**src/rtl/mux_nx1_rr.sv**
```systemverilog
// mux_nx1_rr: N:1 registered datapath selector.
// Picks one channel per cycle, either by explicit select (mode 0) or by
// round-robin over requesting channels (mode 1), and captures the winner's
// word into a single output register.
//
// Handshake: the output slot offers Y while Y_valid=1; a word transfers on
// every rising edge where Y_valid && Y_ready. The slot may load a new word
// whenever it is empty or is being drained in the same cycle, so back-to-back
// transfers run at one word per cycle. On the producer side grant[k] is the
// acknowledge: a producer holds req[k]/I[k] until it sees grant[k] high.
module mux_nx1_rr #(
  parameter int WIDTH = 32,
  parameter int N     = 4,
  parameter int SELW  = 2
) (
  input  logic               clk,
  input  logic               reset,
  output logic [WIDTH-1:0]   Y,
  output logic               Y_valid,
  output logic [SELW-1:0]    Y_ch,
  output logic [N-1:0]       grant,
  input  logic               Y_ready,
  input  logic               mode,
  input  logic [SELW-1:0]    s,
  input  logic [N-1:0]       req,
  input  logic [N*WIDTH-1:0] I
);

  logic [WIDTH-1:0] y_q, y_d;
  logic             y_valid_q, y_valid_d;
  logic [SELW-1:0]  y_ch_q, y_ch_d;
  logic [SELW-1:0]  ptr_q, ptr_d;

  logic             load_en;
  logic             has_win;
  logic             fire;
  logic [SELW-1:0]  winner;
  logic [WIDTH-1:0] win_data;

  assign load_en = !y_valid_q || Y_ready;
  // A capture happens only when the slot can take a word and nobody is resetting it.
  assign fire    = !reset && load_en && has_win;

  // Winner selection: explicit select, or first requester at/after ptr (wrapping).
  always_comb begin
    int idx;
    has_win = 1'b0;
    winner  = '0;
    idx     = 0;
    if (!mode) begin
      // s >= N never matches any k, so an out-of-range select yields no winner.
      for (int k = 0; k < N; k++) begin
        if ((int'(s) == k) && req[k]) begin
          has_win = 1'b1;
          winner  = SELW'(k);
        end
      end
    end else begin
      // Scan from the farthest offset back to ptr so the nearest requester wins.
      for (int off = N - 1; off >= 0; off--) begin
        idx = (int'(ptr_q) + off) % N;
        if (req[idx]) begin
          has_win = 1'b1;
          winner  = SELW'(idx);
        end
      end
    end
  end

  // Data mux for the winning channel and the one-hot grant.
  always_comb begin
    win_data = '0;
    grant    = '0;
    for (int k = 0; k < N; k++) begin
      if (winner == SELW'(k)) begin
        win_data = I[k*WIDTH +: WIDTH];
        grant[k] = fire;
      end
    end
  end

  // Next-state for the output slot and the round-robin pointer.
  always_comb begin
    y_d       = y_q;
    y_valid_d = y_valid_q;
    y_ch_d    = y_ch_q;
    ptr_d     = ptr_q;
    if (load_en) begin
      if (has_win) begin
        y_d       = win_data;
        y_ch_d    = winner;
        y_valid_d = 1'b1;
        if (mode) begin
          ptr_d = (int'(winner) == N - 1) ? '0 : winner + 1'b1;
        end
      end else begin
        // Nothing to load: the slot empties, Y and Y_ch keep their last value.
        y_valid_d = 1'b0;
      end
    end
  end

  // State registers with synchronous reset; reset discards any held word.
  always_ff @(posedge clk) begin
    if (reset) begin
      y_q       <= '0;
      y_valid_q <= 1'b0;
      y_ch_q    <= '0;
      ptr_q     <= '0;
    end else begin
      y_q       <= y_d;
      y_valid_q <= y_valid_d;
      y_ch_q    <= y_ch_d;
      ptr_q     <= ptr_d;
    end
  end

  assign Y       = y_q;
  assign Y_valid = y_valid_q;
  assign Y_ch    = y_ch_q;

endmodule

```
**config.mk**
```make
export PLATFORM = sky130hd
export DESIGN_NAME = mux_nx1_rr
export DESIGN_NICKNAME = d
export VERILOG_FILES = /design/src/rtl/mux_nx1_rr.sv
export SDC_FILE = /design/constraint.sdc
export NUM_CORES = 1
export LEC_CHECK = 0
export BUFFER_PORTS_ARGS = -buffer_cell sky130_fd_sc_hd__buf_4
export CAP_MARGIN = 20
export CORE_ASPECT_RATIO = 1.4
export CORE_UTILIZATION = 43
export DETAILED_ROUTE_END_ITERATION = 7
export PLACE_DENSITY = 0.81
export SYNTH_ARGS = -nofsm -noshare
export SYNTH_HDL_FRONTEND = slang
export SYNTH_SLANG_ARGS = --single-unit
```
**constraint.sdc**
```tcl
create_clock -name clk -period 2.8 [get_ports clk]
set_input_delay 0.28 -clock clk [delete_from_list [all_inputs] [get_ports clk]]
set_output_delay 0.28 -clock clk [all_outputs]
set_load 0.01 [all_outputs]
```
==> qor.yml <==
final_layout:
  layout_commonest_cell: "buf_4"
  antenna_cells: 0
  fillCellCount: 524
  nets: 614
  most-common-layout-cells: "buf_4, a21oi_1, dfxtp_1, inv_1, a22oi_1"
  area_growth_pct: 52.4
  drive_above_1_share: 0.484
  register_area_um2: 741
  multi_input_area_mm2: 0.00169
  fin_cells: 545
routing:
  detail-route-antenna-nets: 0
  drtIter0Drc: 179
  num_vias: 3124
  highest_layer: "met4"
  met2_length_mm: 4.66
  via_per_inst: 5.73
  wl_met3_um: 441
  drt-met1-wl_mm: 3.68
  drcViolationCount: 0
  wl_mm: 8.90
  routedWlPerCell_um: 16.3
  dr.pass1.iters: 4
placement:
  dpl.hpwl_mm: 6.41
  port_buffers: 176
  place_ws_ns: 0.0125
  post-place-cells: 537
  gp_congestion: 0.908
sta:
  fin_ws_ns: 0.114
  final_hold_viol_count: 0
  finalSetupTns_ns: 0
  slew_headroom: 0.563
  rsz0062_at_grt: "false"
  fin_crit_sh: 0.959
  finalSetupViolations: 0
  slew_violations: 0
  tightest_slew_ns: 0.656
  fin_skew_ns: 0.00884
  max_freq_mhz: 372
  period_needed_ns: 2.69
clock_network:
  clock_latency_ns: 0.29
  clk_path_buf_depth: 2
  cts_setup_buffers: 0
  cts_hold_buf: 0
  root_buffer: "clkbuf_8"
  clkTransAtPathRegs_ns: 0.08
  clock-sinks: 37
  cts_buffers: 5
  cts.htree.levels: 2
  cts_tree: "done"
yosys:
  ys_ff_latch: 37
  postSynthCellCount: 322
  seq_area_frac_synth: 0.271
  syn_area_mm2: 0.00273
  ys_types: 35
  yosysWarnings: 0
  syn_nets: 464
  async_flop_share: 0
  synthFlopType: "dfxtp_1"
  syn_avg_cell_area_um2: 8.47
  synth_edf_count: 0
worst_hold_path:
  hold_class: "input pin to flip-flop"
floorplan:
  pin_count: 177
  die_h_um: 96.3
  die_x_um: 69.3
  start_util: 0.442
  rows: 34
  die_area_mm2: 0.00667
  core_mm2: 0.00617
flow_run:
  drv_cap: 0
setup_path:
  slowest_delay_ns: 0.47
  cp_slowest_cell: "dfxtp_1"
  critPathKind: "flip-flop to flip-flop"
  endpoint_kind: "flip-flop"
  cp.required_ns: 2.95
  cp_max_fo: 34
  arrival_ns: 2.84
  crit_chain: "mux2i_1 > o221ai_1 > o21bai_2 > ha_1 > buf_4 > and3b_1 > a211o_1 > a22oi_1 > a211oi_2"
  start_kind: "flip-flop"
global_route:
  grt_pass1_wl_mm: 13.2
  grt_use_total: 0.247
  grt_max_degree: 42
  grt_pass1_vias: 2652
  antenna_found_initial: 0
  gr-total-overflow: 0
pwr:
  p_per_area_mw_per_mm2: 482
  ir_drop_mv: 0.280
  p_leak_nw: 1.96
outcome:
  outcome: "finished clean"
-- area by class of cell --
class / instances / area share
multi-input cells: 210 / 0.407
repair buffers: 183 / 0.333
flip-flops and latches: 37 / 0.178
inverters: 35 / 0.0316
well taps: 72 / 0.0217
clock buffers: 7 / 0.0208
clock inverters: 1 / 0.00722
-- sequential cells by signal (all words and copies together), names as in the netlist --
name	count
Y	32
Y_ch	2
ptr_q	2
Y_valid	1
-- stage by stage --
stage / utilization / total power, mW / hold slack (ns) / instance area [um^2]
6_report: 0.674 / 2.01 / 0.390 / 4160
5_1_grt: 0.674 / 2.11 / 0.392 / 4160
4_1_cts: 0.672 / 2.01 / 0.385 / 4150
3_5_place_dp: 0.652 / 1.53 / 0.520 / 4020
3_3_place_gp: 0.652 / 1.51 / 0.514 / 4020
2_1_floorplan: - / 1.17 / 0.363 / 2730
-- worst paths after layout --
kind	startpoint	to	slack [ns]	cells past startpoint
worst min-delay path	I[102]	Y[6]	0.39	3
worst max-delay path	ptr_q[1]	Y[30]	0.11	9
worst min register to register	Y_ch[1]	Y_ch[1]	0.52	2
worst max register to register	ptr_q[1]	Y[30]	0.11	9
-- cell families after synthesis --
kind of cell / Yosys count / synth area share
adder cells (fa/ha/maj): 4 / 0.0183
buffers and inverters: 75 / 0.117
AO/OA/AOI/OAI: 176 / 0.504
AND/OR/NAND/NOR: 24 / 0.0596
multiplexers: 6 / 0.0289
flip-flops: 37 / 0.271
-- report_power, final --
part	switching, mW	total, mW	internal [mW]
Sequential	0.0433	0.644	0.601
Combinational	0.425	0.881	0.456
Clock	0.190	0.481	0.291
Total	0.658	2.01	1.35
-- critical path: cells and delay by family (launching register included) --
kind | cells | cell delay, ns
buffers and inverters | 1 | 0.38
AOI/OAI and AO/OA | 5 | 1.01
and+or+nand+nor | 1 | 0.23
muxes | 1 | 0.22
DFF | 1 | 0.47
adders and majority gates | 1 | 0.25
-- layer usage --
metal | vias up | track usage
met5 | - | 0
met4 | 0 | 0.0731
met3 | 10 | 0.0377
met2 | 114 | 0.435
met1 | 1464 | 0.311
li1 | 1536 | -
-- synthesized netlist by cell type (all sizes together) (2+ instances only) --
| cell type | count | share of area |
|---|---|---|
| mux2 | 2 | 0.0096 |
| nand2b | 3 | 0.0069 |
| nor3b | 7 | 0.019 |
| mux2i | 3 | 0.011 |
| nand2 | 2 | 0.0028 |
| a21oi | 70 | 0.13 |
| a221o | 31 | 0.11 |
| buf | 6 | 0.022 |
| a22oi | 32 | 0.088 |
| ha | 4 | 0.018 |
| o211ai | 2 | 0.0055 |
| nor2b | 2 | 0.0046 |
| clkbuf | 34 | 0.047 |
| dfxtp | 37 | 0.27 |
| a211oi | 34 | 0.15 |
| inv | 35 | 0.048 |
| nor2 | 2 | 0.0028 |
| and3b | 2 | 0.0064 |
-- repair_timing --
action / 4_1_cts / 5_1_grt
cloned: 0 / 0
endpoints found under the setup margin: 1 / 19
resized for setup: 1 / 2
No activity file was read; power rests on OpenSTA's default activity.
